<file path="src/rtl/aes_uart_sequencer_if.sv">
// Byte-stream and AES-core signal bundle for aes_uart_sequencer.
// master: the sequencer side; slave: the UART/AES environment side.
interface aes_uart_sequencer_if #(
    parameter int unsigned NBYTES = 16
) ();
    logic                  rx_valid;
    logic [7:0]            rx_data;
    logic                  tx_start;
    logic [7:0]            tx_data;
    logic                  tx_done;
    logic                  aes_start;
    logic                  aes_ready;
    logic [8*NBYTES-1:0]   pt_to_aes;
    logic [8*NBYTES-1:0]   ct_from_aes;
    logic                  busy;
    logic                  frame_err;

    modport master (
        input  rx_valid, rx_data, tx_done, aes_ready, ct_from_aes,
        output tx_start, tx_data, aes_start, pt_to_aes, busy, frame_err
    );

    modport slave (
        output rx_valid, rx_data, tx_done, aes_ready, ct_from_aes,
        input  tx_start, tx_data, aes_start, pt_to_aes, busy, frame_err
    );
endinterface

</file>
<file path="src/rtl/aes_uart_sequencer.sv">
// Byte-level sequencer between the UART RX/TX byte ports and the AES core.
// Collects an NBYTES plaintext frame, pulses aes_start, waits for a rising aes_ready,
// then streams the ciphertext out MSB byte first with a tx_start/tx_done handshake.
// Optional feature: define AES_TRIGGER_EN to add the trigger_o scope-trigger output.
module aes_uart_sequencer #(
    parameter int unsigned NBYTES      = 16,
    parameter int unsigned GAP_TIMEOUT = 200000,
    parameter int unsigned AES_TIMEOUT = 4096
) (
    input  logic                 clk_i,
    input  logic                 reset_ni,
`ifdef AES_TRIGGER_EN
    output logic                 trigger_o,
`endif
    aes_uart_sequencer_if.master bus
);
    localparam int unsigned BlkW = 8 * NBYTES;
    localparam int unsigned CntW = $clog2(NBYTES + 1);
    localparam int unsigned GapW = $clog2(GAP_TIMEOUT + 1);
    localparam int unsigned AesW = $clog2(AES_TIMEOUT + 1);

    typedef enum logic [2:0] {
        StIdle,
        StRecv,
        StStart,
        StWaitAes,
        StSend,
        StWaitTx
    } state_e;

    state_e          state_q, state_d;
    logic [BlkW-1:0] pt_q, pt_d;
    logic [BlkW-1:0] ct_q, ct_d;
    logic [BlkW-1:0] ct_shl;
    logic [CntW-1:0] byte_cnt_q, byte_cnt_d;
    logic [CntW-1:0] idx_q, idx_d;
    logic [GapW-1:0] gap_cnt_q, gap_cnt_d;
    logic [AesW-1:0] aes_cnt_q, aes_cnt_d;
    logic [7:0]      tx_data_q, tx_data_d;
    logic            tx_start_q, tx_start_d;
    logic            aes_start_q, aes_start_d;
    logic            frame_err_q, frame_err_d;
    logic            rdy_q;
    logic            rdy_rise;
    logic            aes_expire;

    // Only a 0->1 transition seen while waiting counts as completion.
    assign rdy_rise   = bus.aes_ready & ~rdy_q;
    assign aes_expire = (aes_cnt_q == AesW'(AES_TIMEOUT - 1));
    // Current ciphertext byte lands in the top byte lane.
    assign ct_shl     = ct_q << {idx_q, 3'b000};

    // Next-state and registered-output logic of the sequencer FSM.
    always_comb begin
        state_d     = state_q;
        pt_d        = pt_q;
        ct_d        = ct_q;
        byte_cnt_d  = byte_cnt_q;
        idx_d       = idx_q;
        gap_cnt_d   = gap_cnt_q;
        aes_cnt_d   = aes_cnt_q;
        tx_data_d   = tx_data_q;
        tx_start_d  = 1'b0;
        aes_start_d = 1'b0;
        frame_err_d = 1'b0;

        // A byte arriving while a block is being processed is dropped.
        if (bus.rx_valid && (state_q inside {StStart, StWaitAes, StSend, StWaitTx})) begin
            frame_err_d = 1'b1;
        end

        unique case (state_q)
            StIdle: begin
                if (bus.rx_valid) begin
                    pt_d       = (pt_q << 8) | BlkW'(bus.rx_data);
                    byte_cnt_d = CntW'(1);
                    gap_cnt_d  = '0;
                    state_d    = (NBYTES == 1) ? StStart : StRecv;
                end
            end
            StRecv: begin
                // A byte in the timeout cycle wins over the gap abort.
                if (bus.rx_valid) begin
                    pt_d       = (pt_q << 8) | BlkW'(bus.rx_data);
                    byte_cnt_d = byte_cnt_q + CntW'(1);
                    gap_cnt_d  = '0;
                    if (byte_cnt_q + CntW'(1) == CntW'(NBYTES)) begin
                        state_d = StStart;
                    end
                end else if (gap_cnt_q == GapW'(GAP_TIMEOUT - 1)) begin
                    frame_err_d = 1'b1;
                    byte_cnt_d  = '0;
                    state_d     = StIdle;
                end else begin
                    gap_cnt_d = gap_cnt_q + GapW'(1);
                end
            end
            StStart: begin
                aes_start_d = 1'b1;
                aes_cnt_d   = '0;
                state_d     = StWaitAes;
            end
            StWaitAes: begin
                // Completion wins over a coincident timeout.
                if (rdy_rise) begin
                    ct_d    = bus.ct_from_aes;
                    idx_d   = '0;
                    state_d = StSend;
                end else if (aes_expire) begin
                    frame_err_d = 1'b1;
                    state_d     = StIdle;
                end else begin
                    aes_cnt_d = aes_cnt_q + AesW'(1);
                end
            end
            StSend: begin
                tx_data_d  = ct_shl[BlkW-1 -: 8];
                tx_start_d = 1'b1;
                state_d    = StWaitTx;
            end
            StWaitTx: begin
                if (bus.tx_done) begin
                    idx_d   = idx_q + CntW'(1);
                    state_d = (idx_q + CntW'(1) == CntW'(NBYTES)) ? StIdle : StSend;
                end
            end
            default: state_d = StIdle;
        endcase
    end

    // State and datapath registers; reset clears everything at once.
    always_ff @(posedge clk_i or negedge reset_ni) begin
        if (!reset_ni) begin
            state_q     <= StIdle;
            pt_q        <= '0;
            ct_q        <= '0;
            byte_cnt_q  <= '0;
            idx_q       <= '0;
            gap_cnt_q   <= '0;
            aes_cnt_q   <= '0;
            tx_data_q   <= '0;
            tx_start_q  <= 1'b0;
            aes_start_q <= 1'b0;
            frame_err_q <= 1'b0;
            rdy_q       <= 1'b0;
        end else begin
            state_q     <= state_d;
            pt_q        <= pt_d;
            ct_q        <= ct_d;
            byte_cnt_q  <= byte_cnt_d;
            idx_q       <= idx_d;
            gap_cnt_q   <= gap_cnt_d;
            aes_cnt_q   <= aes_cnt_d;
            tx_data_q   <= tx_data_d;
            tx_start_q  <= tx_start_d;
            aes_start_q <= aes_start_d;
            frame_err_q <= frame_err_d;
            rdy_q       <= bus.aes_ready;
        end
    end

`ifdef AES_TRIGGER_EN
    logic trigger_q;

    // Scope window: opens with aes_start, closes after AES completion or timeout.
    always_ff @(posedge clk_i or negedge reset_ni) begin
        if (!reset_ni) begin
            trigger_q <= 1'b0;
        end else if (state_q == StStart) begin
            trigger_q <= 1'b1;
        end else if (state_q == StWaitAes && (rdy_rise || aes_expire)) begin
            trigger_q <= 1'b0;
        end
    end

    assign trigger_o = trigger_q;
`endif

    assign bus.tx_start  = tx_start_q;
    assign bus.tx_data   = tx_data_q;
    assign bus.aes_start = aes_start_q;
    assign bus.pt_to_aes = pt_q;
    assign bus.frame_err = frame_err_q;
    assign bus.busy      = (state_q != StIdle);
endmodule
</file>
<file path="src/flat_wrapper.sv">
// flat-port wrapper written by rule: the top's interface ports become plain ports
module aes_uart_sequencer_flat 
#(
    parameter int unsigned NBYTES      = 16,
    parameter int unsigned GAP_TIMEOUT = 200000,
    parameter int unsigned AES_TIMEOUT = 4096
)
  (clk_i, reset_ni, bus_rx_valid, bus_rx_data, bus_tx_done, bus_aes_ready, bus_ct_from_aes, bus_tx_start, bus_tx_data, bus_aes_start, bus_pt_to_aes, bus_busy, bus_frame_err);
  aes_uart_sequencer_if #(.NBYTES(NBYTES)) bus_i ();
  input  logic clk_i;
  input  logic reset_ni;
  input wire logic [$bits(bus_i.rx_valid)-1:0] bus_rx_valid;
  input wire logic [$bits(bus_i.rx_data)-1:0] bus_rx_data;
  input wire logic [$bits(bus_i.tx_done)-1:0] bus_tx_done;
  input wire logic [$bits(bus_i.aes_ready)-1:0] bus_aes_ready;
  input wire logic [$bits(bus_i.ct_from_aes)-1:0] bus_ct_from_aes;
  output wire logic [$bits(bus_i.tx_start)-1:0] bus_tx_start;
  output wire logic [$bits(bus_i.tx_data)-1:0] bus_tx_data;
  output wire logic [$bits(bus_i.aes_start)-1:0] bus_aes_start;
  output wire logic [$bits(bus_i.pt_to_aes)-1:0] bus_pt_to_aes;
  output wire logic [$bits(bus_i.busy)-1:0] bus_busy;
  output wire logic [$bits(bus_i.frame_err)-1:0] bus_frame_err;
  assign bus_i.rx_valid = bus_rx_valid;
  assign bus_i.rx_data = bus_rx_data;
  assign bus_i.tx_done = bus_tx_done;
  assign bus_i.aes_ready = bus_aes_ready;
  assign bus_i.ct_from_aes = bus_ct_from_aes;
  assign bus_tx_start = bus_i.tx_start;
  assign bus_tx_data = bus_i.tx_data;
  assign bus_aes_start = bus_i.aes_start;
  assign bus_pt_to_aes = bus_i.pt_to_aes;
  assign bus_busy = bus_i.busy;
  assign bus_frame_err = bus_i.frame_err;
  aes_uart_sequencer #(.NBYTES(NBYTES), .GAP_TIMEOUT(GAP_TIMEOUT), .AES_TIMEOUT(AES_TIMEOUT)) u_core (.clk_i(clk_i), .reset_ni(reset_ni), .bus(bus_i));
endmodule
</file>
<file path="config.mk">
export PLATFORM = sky130hd
export DESIGN_NAME = aes_uart_sequencer_flat
export DESIGN_NICKNAME = d
export VERILOG_FILES = /design/src/rtl/aes_uart_sequencer_if.sv /design/src/rtl/aes_uart_sequencer.sv /design/src/flat_wrapper.sv
export SDC_FILE = /design/constraint.sdc
export NUM_CORES = 1
export LEC_CHECK = 0
export BUFFER_PORTS_ARGS = -buffer_cell sky130_fd_sc_hd__buf_2
export CAP_MARGIN = 10
export CELL_PAD_IN_SITES_DETAIL_PLACEMENT = 1
export CELL_PAD_IN_SITES_GLOBAL_PLACEMENT = 1
export CORE_AREA = 2 2 177 179
export CTS_CLUSTER_DIAMETER = 50
export CTS_CLUSTER_SIZE = 40
export DETAILED_ROUTE_END_ITERATION = 16
export DIE_AREA = 0 0 179 181
export PLACE_DENSITY_LB_ADDON = 0.1
export SETUP_SLACK_MARGIN = 0.15
export SYNTH_ARGS = -nofsm -noshare
export SYNTH_HDL_FRONTEND = slang
export SYNTH_SLANG_ARGS = --single-unit
</file>
<file path="constraint.sdc">
create_clock -name clk_i -period 3 [get_ports clk_i]
set_input_delay 0.15 -clock clk_i [delete_from_list [all_inputs] [get_ports clk_i]]
set_output_delay 0.15 -clock clk_i [all_outputs]
set_load 0.02 [all_outputs]
</file>
# Word-level counts from Yosys, hierarchy flattened
# Index checks and enable logic that the tools add are counted.
dict set report totals {
  register_bits 312
  latch_bits 0
  ramBits 0
  mem_bits_ro 0
  inputBits 141
  output_inout_bits 140
  elab_cells 84
  mem_count 0
}
dict set report classes {
  n_addsub 4
  multipliers 0
  n_div 0
  order_cmp 0
  eq_ne 18
  shifts 1
  muxes 31
  bitwise 3
  n_reduce_logical 15
}
# cell n
set op_table {}
lappend op_table {{OR 128 x 8 -> 128 bit} 1}
lappend op_table {{left shift 128 x 8 -> 128 bit} 1}
lappend op_table {{2-to-1 mux 18 bit} 3}
lappend op_table {{one-hot mux 18 bit (2 select lines)} 1}
lappend op_table {{2-to-1 mux 13 bit} 2}
lappend op_table {{one-hot mux 13 bit (2 select lines)} 1}
lappend op_table {{2-to-1 mux 5 bit} 5}
lappend op_table {{2-to-1 mux 3 bit} 8}
lappend op_table {{one-hot mux 5 bit (2 select lines)} 2}
lappend op_table {{adder 18 x 1 -> 18 bit (second input constant)} 1}
lappend op_table {{== test 18 bit (second input constant)} 1}
lappend op_table {{one-hot mux 3 bit (6 select lines)} 1}
lappend op_table {{adder 13 x 1 -> 13 bit (second input constant)} 1}
lappend op_table {{== test 13 x 12 -> 1 bit (second input constant)} 1}
lappend op_table {{AND reduction 3 bit} 4}
lappend op_table {{adder 5 x 1 -> 5 bit (second input constant)} 2}
lappend op_table {{== test 5 bit (second input constant)} 2}
lappend op_table {{!= test 2 bit (second input constant)} 4}
lappend op_table {{2-to-1 mux 1 bit} 7}
lappend op_table {{== test 3 x 2 -> 1 bit (second input constant)} 2}
lappend op_table {{== test 3 bit (second input constant)} 2}
lappend op_table {{!= test 3 x 2 -> 1 bit (second input constant)} 2}
lappend op_table {{nonzero test 2 bit} 3}
lappend op_table {{AND reduction 5 bit} 1}
lappend op_table {{other kinds (13)} 14}

# Logic depth before layout (Yosys ltp)
# Gate-level depths: netlist of run 1.
dict set report logic_depth {
  word_depth 7
  mapped_depth 8
  mapped_depth_nobuf 6
}

# Least setup slack after synthesis of run 1
# Ideal clock, no wire load.
dict set report synth_timing {
  kind {register to register}
  from {register u_core.idx_q[1]}
  to {register u_core.tx_data_q[6], in the netlist u_core.bus.tx_data[6]}
  setup_time_ps 121
  arrival_time_ps 1733
  required_time_ps 2879
  setup_slack_ps 1146
  path_stages_with_launch 8
  n_path_buf 3
  synth_period_minus_slack_ps 1854
  cell_sequence {dfrtp_1 -> buf_6 -> buf_12 -> buf_12 -> mux4_1 -> mux2i_1 -> a21oi_1 -> a22o_1}
}
dict set report synth_via {
  elab_chain_len 1
}
# element line
set synth_rtl {}
lappend synth_rtl {{start, declared} aes_uart_sequencer.sv:36} ;# logic [CntW-1:0] idx_q, idx_d;
lappend synth_rtl {{start signal, assigned} aes_uart_sequencer.sv:151} ;# idx_q <= idx_d;
lappend synth_rtl {{left shift 128 x 8 -> 128 bit} aes_uart_sequencer.sv:51} ;# assign ct_shl = ct_q << {idx_q, 3'b000};
lappend synth_rtl {{end signal, assigned} aes_uart_sequencer.sv:154} ;# tx_data_q <= tx_data_d;
lappend synth_rtl {{end, declared} aes_uart_sequencer.sv:39} ;# logic [7:0] tx_data_q, tx_data_d;
# Every way passes these cells.
# A chain may end at the register's enable or synchronous reset.

# Worst setup path after layout of run 1
dict set report layout_timing {
  from {register u_core.idx_q[3]}
  to {register u_core.tx_data_q[6], in the netlist u_core.bus.tx_data[6]}
}
# The elaborated chain is that of the path after synthesis.

==> results of run 1 <==
==> cell families (layout without fill, tap and decap cells) <==
kind of cell,count (synthesis),count (layout)
and+or+nand+nor,925,925
DFF,312,312
buffers and inverters,86,502
AOI/OAI and AO/OA,75,75
muxes,40,40
xor gates and xnor gates,19,19
adders and majority gates,5,5
other,0,2
==> worst register-to-register path, cell delays in order, from the launching register on <==
cell and delay (ps):
dfrtp_2 850, mux4_2 420, and2b_1 170, a211oi_1 460, a21oi_1 90, a22o_1 230
==> flip-flops by register name (all words and copies together), names as in the netlist <==
register / count
u_core.bus.aes_start: 1
u_core.bus.tx_start: 1
u_core.state_q: 3
u_core.byte_cnt_q: 5
u_core.aes_cnt_q: 13
u_core.ct_q: 128
u_core.idx_q: 5
u_core.bus.tx_data: 8
u_core.bus.pt_to_aes: 128
u_core.gap_cnt_q: 18
u_core.rdy_q: 1
u_core.bus.frame_err: 1
==> routing by layer <==
layer	global-route usage	share of wire	up-vias
li1	-	-	5492
met1	0.3177	0.40	5886
met2	0.4657	0.51	332
met3	0.05093	0.051	111
met4	0.1041	0.038	0
met5	0	0	-
==> cell usage after synthesis (4+ instances only) <==
library cell / number / share of area
a31oi_1: 4 / 0.0018
dfrtp_1: 312 / 0.58
nand4_1: 12 / 0.0055
xor2_1: 12 / 0.0077
a21oi_1: 20 / 0.0074
nand2_1: 798 / 0.22
a211oi_1: 9 / 0.0050
o21ai_0: 14 / 0.0052
buf_1: 8 / 0.0022
and3_1: 5 / 0.0023
clkbuf_1: 44 / 0.012
inv_1: 4 / 0.0011
mux4_1: 5 / 0.0097
nand2b_1: 5 / 0.0023
mux4_2: 27 / 0.045
mux2i_1: 8 / 0.0059
o211ai_1: 6 / 0.0033
buf_6: 5 / 0.0041
and4_1: 4 / 0.0026
buf_4: 4 / 0.0022
or3_1: 5 / 0.0023
nor2_1: 31 / 0.0086
nor3_1: 10 / 0.0037
ha_1: 5 / 0.0046
a22o_1: 8 / 0.0052
nand3_1: 16 / 0.0059
buf_2: 18 / 0.0066
xnor2_1: 7 / 0.0045
nor2b_1: 11 / 0.0051
==> final cells by class <==
type                            count  area [µm²]  area share
Sequential cell                   312        7810      0.4360
Inverter                            4       15.01   0.0008381
Clock inverter                     16       182.7     0.01020
Antenna cell                        2       5.005   0.0002794
Timing Repair Buffer              438        3055      0.1706
Multi-Input combinational cell   1064        5349      0.2986
Clock buffer                       44        1002     0.05594
Tap cell                          396       495.5     0.02766
==> where the power goes <==
group          switching (mW)  internal [mW]
Clock                    1.82           2.58
Combinational            3.74           2.23
Sequential               1.33           5.90
==> final timing paths <==
| check | start | endpoint | slack (ps) | cells after the start |
|---|---|---|---|---|
| max | u_core.idx_q[3]$_DFFE_PN0P_ | u_core.bus.tx_data[6]$_DFFE_PN0P_ | 680 | 5 |
| min in group asynchronous | reset_ni | u_core.bus.pt_to_aes[123]$_DFFE_PN0P_ | 260 | 2 |
| min | bus_rx_valid | u_core.gap_cnt_q[0]$_DFFE_PN0P_ | 20 | 2 |
| max reg2reg | u_core.idx_q[3]$_DFFE_PN0P_ | u_core.bus.tx_data[6]$_DFFE_PN0P_ | 680 | 5 |
| max in group asynchronous | reset_ni | u_core.bus.pt_to_aes[15]$_DFFE_PN0P_ | 1880 | 3 |
| min reg2reg | u_core.bus.pt_to_aes[122]$_DFFE_PN0P_ | u_core.bus.pt_to_aes[122]$_DFFE_PN0P_ | 470 | 2 |
==> flow_summary.toml, run 1 <==
[outcome]
run_status = "finished clean"

[cells_and_area]
layout_common_cells = "nand2_1, dfrtp_1, buf_2"
fillers = 3465
design_area_um2 = 17910
nNetsFinal = 2001
final_util = 0.5903
final_common_cell = "nand2_1"
area_growth_pct = 32.04
drive_gt1_frac = 0.2151
final_cells = 2276

[synth]
synth_compound_area_frac = 0.03744
synth_edf_count = 0
synthFlopType = "dfrtp_1"
syn_area_per_cell_um2 = 9.280
async_flop_share = 1.000
yosysSeqAreaShare = 0.5754
synth_xor_xnor_area_share = 0.01226
synth_adder_area_share = 0.004611
yosys.area_share.simple = 0.2774
syn-cell-area_um2 = 13570
yosys-mux-area-fraction = 0.06040
syn_inst = 1462
synthDistinctLibCells = 60
yosys_warnings = 0
synth_top_family_by_area = "simple AND/OR/NAND/NOR gates"
synth_seq_cells = 312
synth_nets = 1608

[setup_path]
cp_top_family = "flip-flops"
cp-end-kind = "flop"
arrival_ps = 2730
slowest_delay_ps = 850
critical_path_class = "flop to flop"
path_max_fanout = 29
slowest_stage = "dfrtp_2"
worstPathRequired_ps = 3410
start_kind = "flop"
crit_chain = "mux4_2 -> and2b_1 -> a211oi_1 -> a21oi_1 -> a22o_1"
crit_buf_inv = 0

[routing]
viasPerCell = 5.194
drc = 0
ant_nets = 0
drt_first_iter_violations = 705
drtPass1Iterations = 4
wl_per_cell_um = 18.67
routed_wirelength_um = 42500
via_count = 11821

[clock_network]
ctsResizeCount = 0
cts_buffers = 35
clk_pin_slew_ps = 70
ctsRootBufferMaster = "clkbuf_16"
max-clock-path-buffers = 3
clock_latency_ps = 520
cts_tree = "done"
htree_levels = 2
clock-sinks = 312
post_cts_buffers = 0
cts-hold-fix-buffers = 138

[sta]
rsz0062_at_grt = "no"
max_freq_mhz = 431.4
tns_ps = 0
period_share = 0.7727
setup_slack_ps = 681.9
whs_ps = 16.56
drv_slew = 0
max_slew_margin = 0.4529
worst_pin_slew_ps = 820.6
timing.final.crit_period_ps = 2318
hold_viol_final = 0
setup_violations = 0
fin_worst_skew_ps = 23.81

[placement]
dp_cells = 2076
placed_area_um2 = 15340
dpl.hpwl_um = 24980
numPortBuffers = 280
pre_cts_slack_ps = 667.1
globalplace.congestion = 0.7600

[power]
power_density_nw_per_um2 = 982.3
irDropWorstVdd_uv = 389.2
leakagePower_nw = 9.509
power_mw = 17.60

[die]
dieArea_um2 = 32400
io-pin-count = 281
die_y_um = 181
row_count = 64
die_w_um = 179
core_um2 = 30350
initial_core_util = 0.4471

[flow_run]
maxCapViolations = 0

[grt]
grt_overflow_total = 0
grt_max_degree = 130
antenna_found_initial = 2
grt.total_usage = 0.2649
grt_pass1_wl_um = 67590
grt_pass1_vias = 12823

[worst_hold_path]
hold_path_class = "primary input to flop"
No activity file was read; power rests on OpenSTA's default activity.
==> inputs of run 2 (changes only) <==
--- a/config.mk
+++ b/config.mk
@@ -9,11 +9,11 @@
 export CAP_MARGIN = 10
 export CELL_PAD_IN_SITES_DETAIL_PLACEMENT = 1
 export CELL_PAD_IN_SITES_GLOBAL_PLACEMENT = 1
-export CORE_AREA = 2 2 177 179
+export CORE_AREA = 2 2 185 187
 export CTS_CLUSTER_DIAMETER = 50
 export CTS_CLUSTER_SIZE = 40
 export DETAILED_ROUTE_END_ITERATION = 16
-export DIE_AREA = 0 0 179 181
+export DIE_AREA = 0 0 187 189
 export PLACE_DENSITY_LB_ADDON = 0.1
 export SETUP_SLACK_MARGIN = 0.15
 export SYNTH_ARGS = -nofsm -noshare
==> constraint.sdc (replaced) <==
create_clock -name clk_i -period 2.3 [get_ports clk_i]
set_input_delay 0.115 -clock clk_i [delete_from_list [all_inputs] [get_ports clk_i]]
set_output_delay 0.115 -clock clk_i [all_outputs]
set_load 0.02 [all_outputs]
==> flow_summary.toml, run 2 (same netlist as run 1, synthesis figures left out) <==
[power]
irDropWorstVdd_uv = 580.4
power_density_nw_per_um2 = 1260
leakagePower_nw = 9.594

[placement]
globalplace.congestion = 0.7893
dpl.hpwl_um = 26510
pre_cts_slack_ps = 65.16
dp_cells = 2147
numPortBuffers = 280

[clock_network]
clock_latency_ps = 510
clock-sinks = 312
cts_buffers = 35
max-clock-path-buffers = 3
clk_pin_slew_ps = 60
cts_tree = "done"
ctsRootBufferMaster = "clkbuf_16"
htree_levels = 2

[setup_path]
cp-end-kind = "flop"
path_max_fanout = 16
worstPathRequired_ps = 2700
arrival_ps = 2450
critical_path_class = "flop to flop"
start_kind = "flop"

[cells_and_area]
layout_common_cells = "nand2_1, dfrtp_1, buf_2"
area_growth_pct = 33.41
final_common_cell = "nand2_1"
nNetsFinal = 2024
final_cells = 2352
fillers = 3866
drive_gt1_frac = 0.2240

[routing]
routed_wirelength_um = 41430
via_count = 11730
ant_nets = 0
viasPerCell = 4.987
drc = 0
drt_first_iter_violations = 521
wl_per_cell_um = 17.62
drtPass1Iterations = 4

[sta]
setup_violations = 0
drv_slew = 0
period_share = 0.8897
tns_ps = 0
setup_slack_ps = 253.7
rsz0062_at_grt = "no"
worst_pin_slew_ps = 791.2
hold_viol_final = 0
fin_worst_skew_ps = 18.57
max_slew_margin = 0.4725
max_freq_mhz = 488.7
timing.final.crit_period_ps = 2046

[grt]
grt_overflow_total = 0
grt_pass1_wl_um = 67000
grt_pass1_vias = 12803
antenna_found_initial = 2
grt_max_degree = 101
grt.total_usage = 0.2349

[die]
row_count = 67
initial_core_util = 0.4077
die_y_um = 189
core_um2 = 33280
io-pin-count = 281
die_w_um = 187
dieArea_um2 = 35340

[outcome]
run_status = "finished clean"

[worst_hold_path]
hold_path_class = "primary input to flop"

[flow_run]
maxCapViolations = 0
run 2: changes by cell type in the layout (fill, tap and decap cells not counted), moves of 2 or more:
| cell | previous run | this run |
|---|---|---|
| clkbuf_16 | 37 | 35 |
| inv_8 | 3 | 1 |
| clkbuf_1 | 2 | 5 |
| buf_4 | 11 | 33 |
| inv_6 | 2 | 6 |
run 2: layer usage:
metal	share of wire	global-route usage
met2	0.51	0.4241
met1	0.42	0.2890
met3	0.035	0.03429
met5	0	0
met4	0.030	0.07875
run 2: final timing paths:
check	cells after the start	startpoint	to	slack, ps
worst min-delay path	3	bus_tx_done	u_core.idx_q[4]$_DFFE_PN0P_	60
min in group asynchronous	2	reset_ni	u_core.bus.pt_to_aes[115]$_DFFE_PN0P_	140
worst max register to register	6	u_core.idx_q[3]$_DFFE_PN0P_	u_core.bus.tx_data[6]$_DFFE_PN0P_	250
worst max-delay path	6	u_core.idx_q[3]$_DFFE_PN0P_	u_core.bus.tx_data[6]$_DFFE_PN0P_	250
max in group asynchronous	3	reset_ni	u_core.idx_q[1]$_DFFE_PN0P_	1290
worst min register to register	2	u_core.bus.pt_to_aes[120]$_DFFE_PN0P_	u_core.bus.pt_to_aes[120]$_DFFE_PN0P_	470
run 2: report_power, final:
group          switching, mW  internal, mW
clock                   2.33          3.21
sequential              1.76          7.70
combinational           4.79          3.03
total                   8.87          13.9
run 2: what timing repair did:
item / 4_1_cts / 5_1_grt
setup endpoints to repair: 4 / 5
gates resized for setup: 0 / 3
hold buffers: 139 / 0
setup buffers: 3 / 0
endpoints found under the hold margin: 195 / 0
run 2: final cells by class:
cell class                      instances  area (µm²)  share of cell area
Antenna cell                            2       5.005           0.0002765
Multi-Input combinational cell       1064        5356              0.2959
Sequential cell                       312        7810              0.4315
Clock inverter                         17       182.7             0.01009
Inverter                                4       15.01           0.0008295
Tap cell                              448       560.5             0.03097
Timing Repair Buffer                  461        3222              0.1780
Clock buffer                           44       949.7             0.05246
run 2: through the flow:
stage / hold WS [ps] / power [mW] / utilization / cell area, µm²
6_report: 64.76 / 22.81 / 0.5439 / 18100
5_1_grt: 87.62 / 24.30 / 0.5439 / 18100
4_1_cts: 58.13 / 23.06 / 0.5434 / 18080
3_5_place_dp: 119.6 / 17.19 / 0.4669 / 15540
3_3_place_gp: 106.8 / 16.86 / 0.4669 / 15540
2_1_floorplan: -180.6 / 14.05 / - / 13570
run 2: critical path, cell delays in order, from the launching register on:
cell and delay, ps:
dfrtp_2 570, buf_4 310, buf_4 220, mux4_1 290
mux2i_1 220, a21oi_1 100, a22o_1 230
==> inputs of run 3 (changes only) <==
--- a/config.mk
+++ b/config.mk
@@ -5,15 +5,15 @@
 export SDC_FILE = /design/constraint.sdc
 export NUM_CORES = 1
 export LEC_CHECK = 0
-export BUFFER_PORTS_ARGS = -buffer_cell sky130_fd_sc_hd__buf_2
+export BUFFER_PORTS_ARGS = -buffer_cell sky130_fd_sc_hd__buf_4
 export CAP_MARGIN = 10
 export CELL_PAD_IN_SITES_DETAIL_PLACEMENT = 1
 export CELL_PAD_IN_SITES_GLOBAL_PLACEMENT = 1
-export CORE_AREA = 2 2 185 187
+export CORE_AREA = 2 2 177 179
 export CTS_CLUSTER_DIAMETER = 50
 export CTS_CLUSTER_SIZE = 40
 export DETAILED_ROUTE_END_ITERATION = 16
-export DIE_AREA = 0 0 187 189
+export DIE_AREA = 0 0 179 181
 export PLACE_DENSITY_LB_ADDON = 0.1
 export SETUP_SLACK_MARGIN = 0.15
 export SYNTH_ARGS = -nofsm -noshare
==> constraint.sdc (replaced) <==
create_clock -name clk_i -period 2.4 [get_ports clk_i]
set_input_delay 0.12 -clock clk_i [delete_from_list [all_inputs] [get_ports clk_i]]
set_output_delay 0.12 -clock clk_i [all_outputs]
set_load 0.02 [all_outputs]
==> flow_summary.toml, run 3 (same netlist as run 1, synthesis figures left out) <==
[die]
row_count = 64
io-pin-count = 281
die_w_um = 179
core_um2 = 30350
initial_core_util = 0.4471
die_y_um = 181
dieArea_um2 = 32400

[clock_network]
clock-sinks = 312
clk_pin_slew_ps = 60
ctsRootBufferMaster = "clkbuf_16"
cts_tree = "done"
max-clock-path-buffers = 3
clock_latency_ps = 530
htree_levels = 2
post_cts_buffers = 0
cts_buffers = 37

[sta]
hold_viol_final = 0
timing.final.crit_period_ps = 2178
whs_ps = 95.48
max_slew_margin = 0.4948
tns_ps = 0
setup_slack_ps = 222.4
rsz0062_at_grt = "no"
max_freq_mhz = 459.2
worst_pin_slew_ps = 757.8
period_share = 0.9073
fin_worst_skew_ps = 18.99
drv_slew = 0
setup_violations = 0

[cells_and_area]
multi_input_area_um2 = 5351
layout_common_cells = "nand2_1, dfrtp_1, buf_4"
area_growth_pct = 39.09
fillers = 3368
final_cells = 2294
seq_area_um2 = 7812
drive_gt1_frac = 0.2232
design_area_um2 = 18870
final_util = 0.6218
nNetsFinal = 2015
final_common_cell = "nand2_1"

[setup_path]
path_max_fanout = 20
start_kind = "flop"
slowest_stage = "dfrtp_2"
critical_path_cell_count = 5
arrival_ps = 2580
cp_top_family = "multiplexers"
crit_buf_inv = 1
critical_path_class = "flop to flop"
cp-end-kind = "flop"
worstPathRequired_ps = 2800
crit_chain = "buf_12 -> mux4_2 -> mux2i_1 -> a21oi_1 -> a22o_1"
r2r_cells = 5
slowest_delay_ps = 650
r2r_slack_ps = 220

[routing]
via_count = 12116
ant_nets = 0
wl_per_cell_um = 19.97
viasPerCell = 5.282
drtPass1Iterations = 5
drc = 0
routed_wirelength_um = 45820
drt_first_iter_violations = 734

[worst_hold_path]
hold_depth = 3
hold_path_class = "primary input to flop"

[grt]
grt_pass1_vias = 13154
grt_max_degree = 84
grt.total_usage = 0.2840
grt_pass1_wl_um = 71590
antenna_found_initial = 3
grt_overflow_total = 0

[power]
leakagePower_nw = 9.780
power_mw = 23.59
irDropWorstVdd_uv = 562.6
power_density_nw_per_um2 = 1250

[placement]
dp_cells = 2087
placed_area_um2 = 16160
pre_cts_slack_ps = 186.7
dpl.hpwl_um = 26650
globalplace.congestion = 0.8032
numPortBuffers = 280

[outcome]
run_status = "finished clean"

[flow_run]
maxCapViolations = 0
## run 3: cell count changes in the layout (fill, tap and decap cells not counted), sizes merged
cell / change
buf: -11
bufinv: +3
clkbuf: -6
clkinv: +1
diode: +1
inv: +6
## run 3: final cells by class
type	instances	share of cell area
flip-flops and latches	312	0.4140
multi-input cells	1064	0.2836
repair buffers	450	0.2058
clock buffers	38	0.04979
well taps	396	0.02625
clock inverters	27	0.01943
inverters	4	0.0007956
diodes	3	0.0003978
## run 3: power breakdown
part	leakage, nW	switching (mW)	internal, mW	total (mW)
Combinational	5.08	4.82	3.48	8.30
Sequential	4.07	1.86	7.37	9.23
Clock	0.635	2.54	3.52	6.06
## run 3: layer usage
metal | up-vias | routed length [µm] | GRT usage
met5 | - | 0 | 0
met3 | 118 | 2373 | 0.05072
li1 | 5535 | - | -
met4 | 0 | 1858 | 0.1148
met1 | 6106 | 17770 | 0.3353
met2 | 357 | 23820 | 0.5063
## run 3: worst register-to-register path: stages, from the launching register on
cell and delay, ps:
dfrtp_2 650, buf_12 250, mux4_2 560, mux2i_1 240
a21oi_1 110, a22o_1 260
## run 3: repair_timing
action	in CTS	in global routing
hold endpoints to repair	201	0
hold buffers	139	0
resized for setup	0	2
setup endpoints to repair	0	6
## run 3: final timing paths
check | end | start
setup / recovery | u_core.bus.tx_data[0]$_DFFE_PN0P_ | u_core.idx_q[3]$_DFFE_PN0P_
hold / removal | u_core.idx_q[4]$_DFFE_PN0P_ | bus_tx_done
setup reg to reg | u_core.bus.tx_data[0]$_DFFE_PN0P_ | u_core.idx_q[3]$_DFFE_PN0P_
hold reg to reg | u_core.bus.pt_to_aes[123]$_DFFE_PN0P_ | u_core.bus.pt_to_aes[123]$_DFFE_PN0P_
max in group asynchronous | u_core.idx_q[3]$_DFFE_PN0P_ | reset_ni
min in group asynchronous | u_core.bus.pt_to_aes[124]$_DFFE_PN0P_ | reset_ni
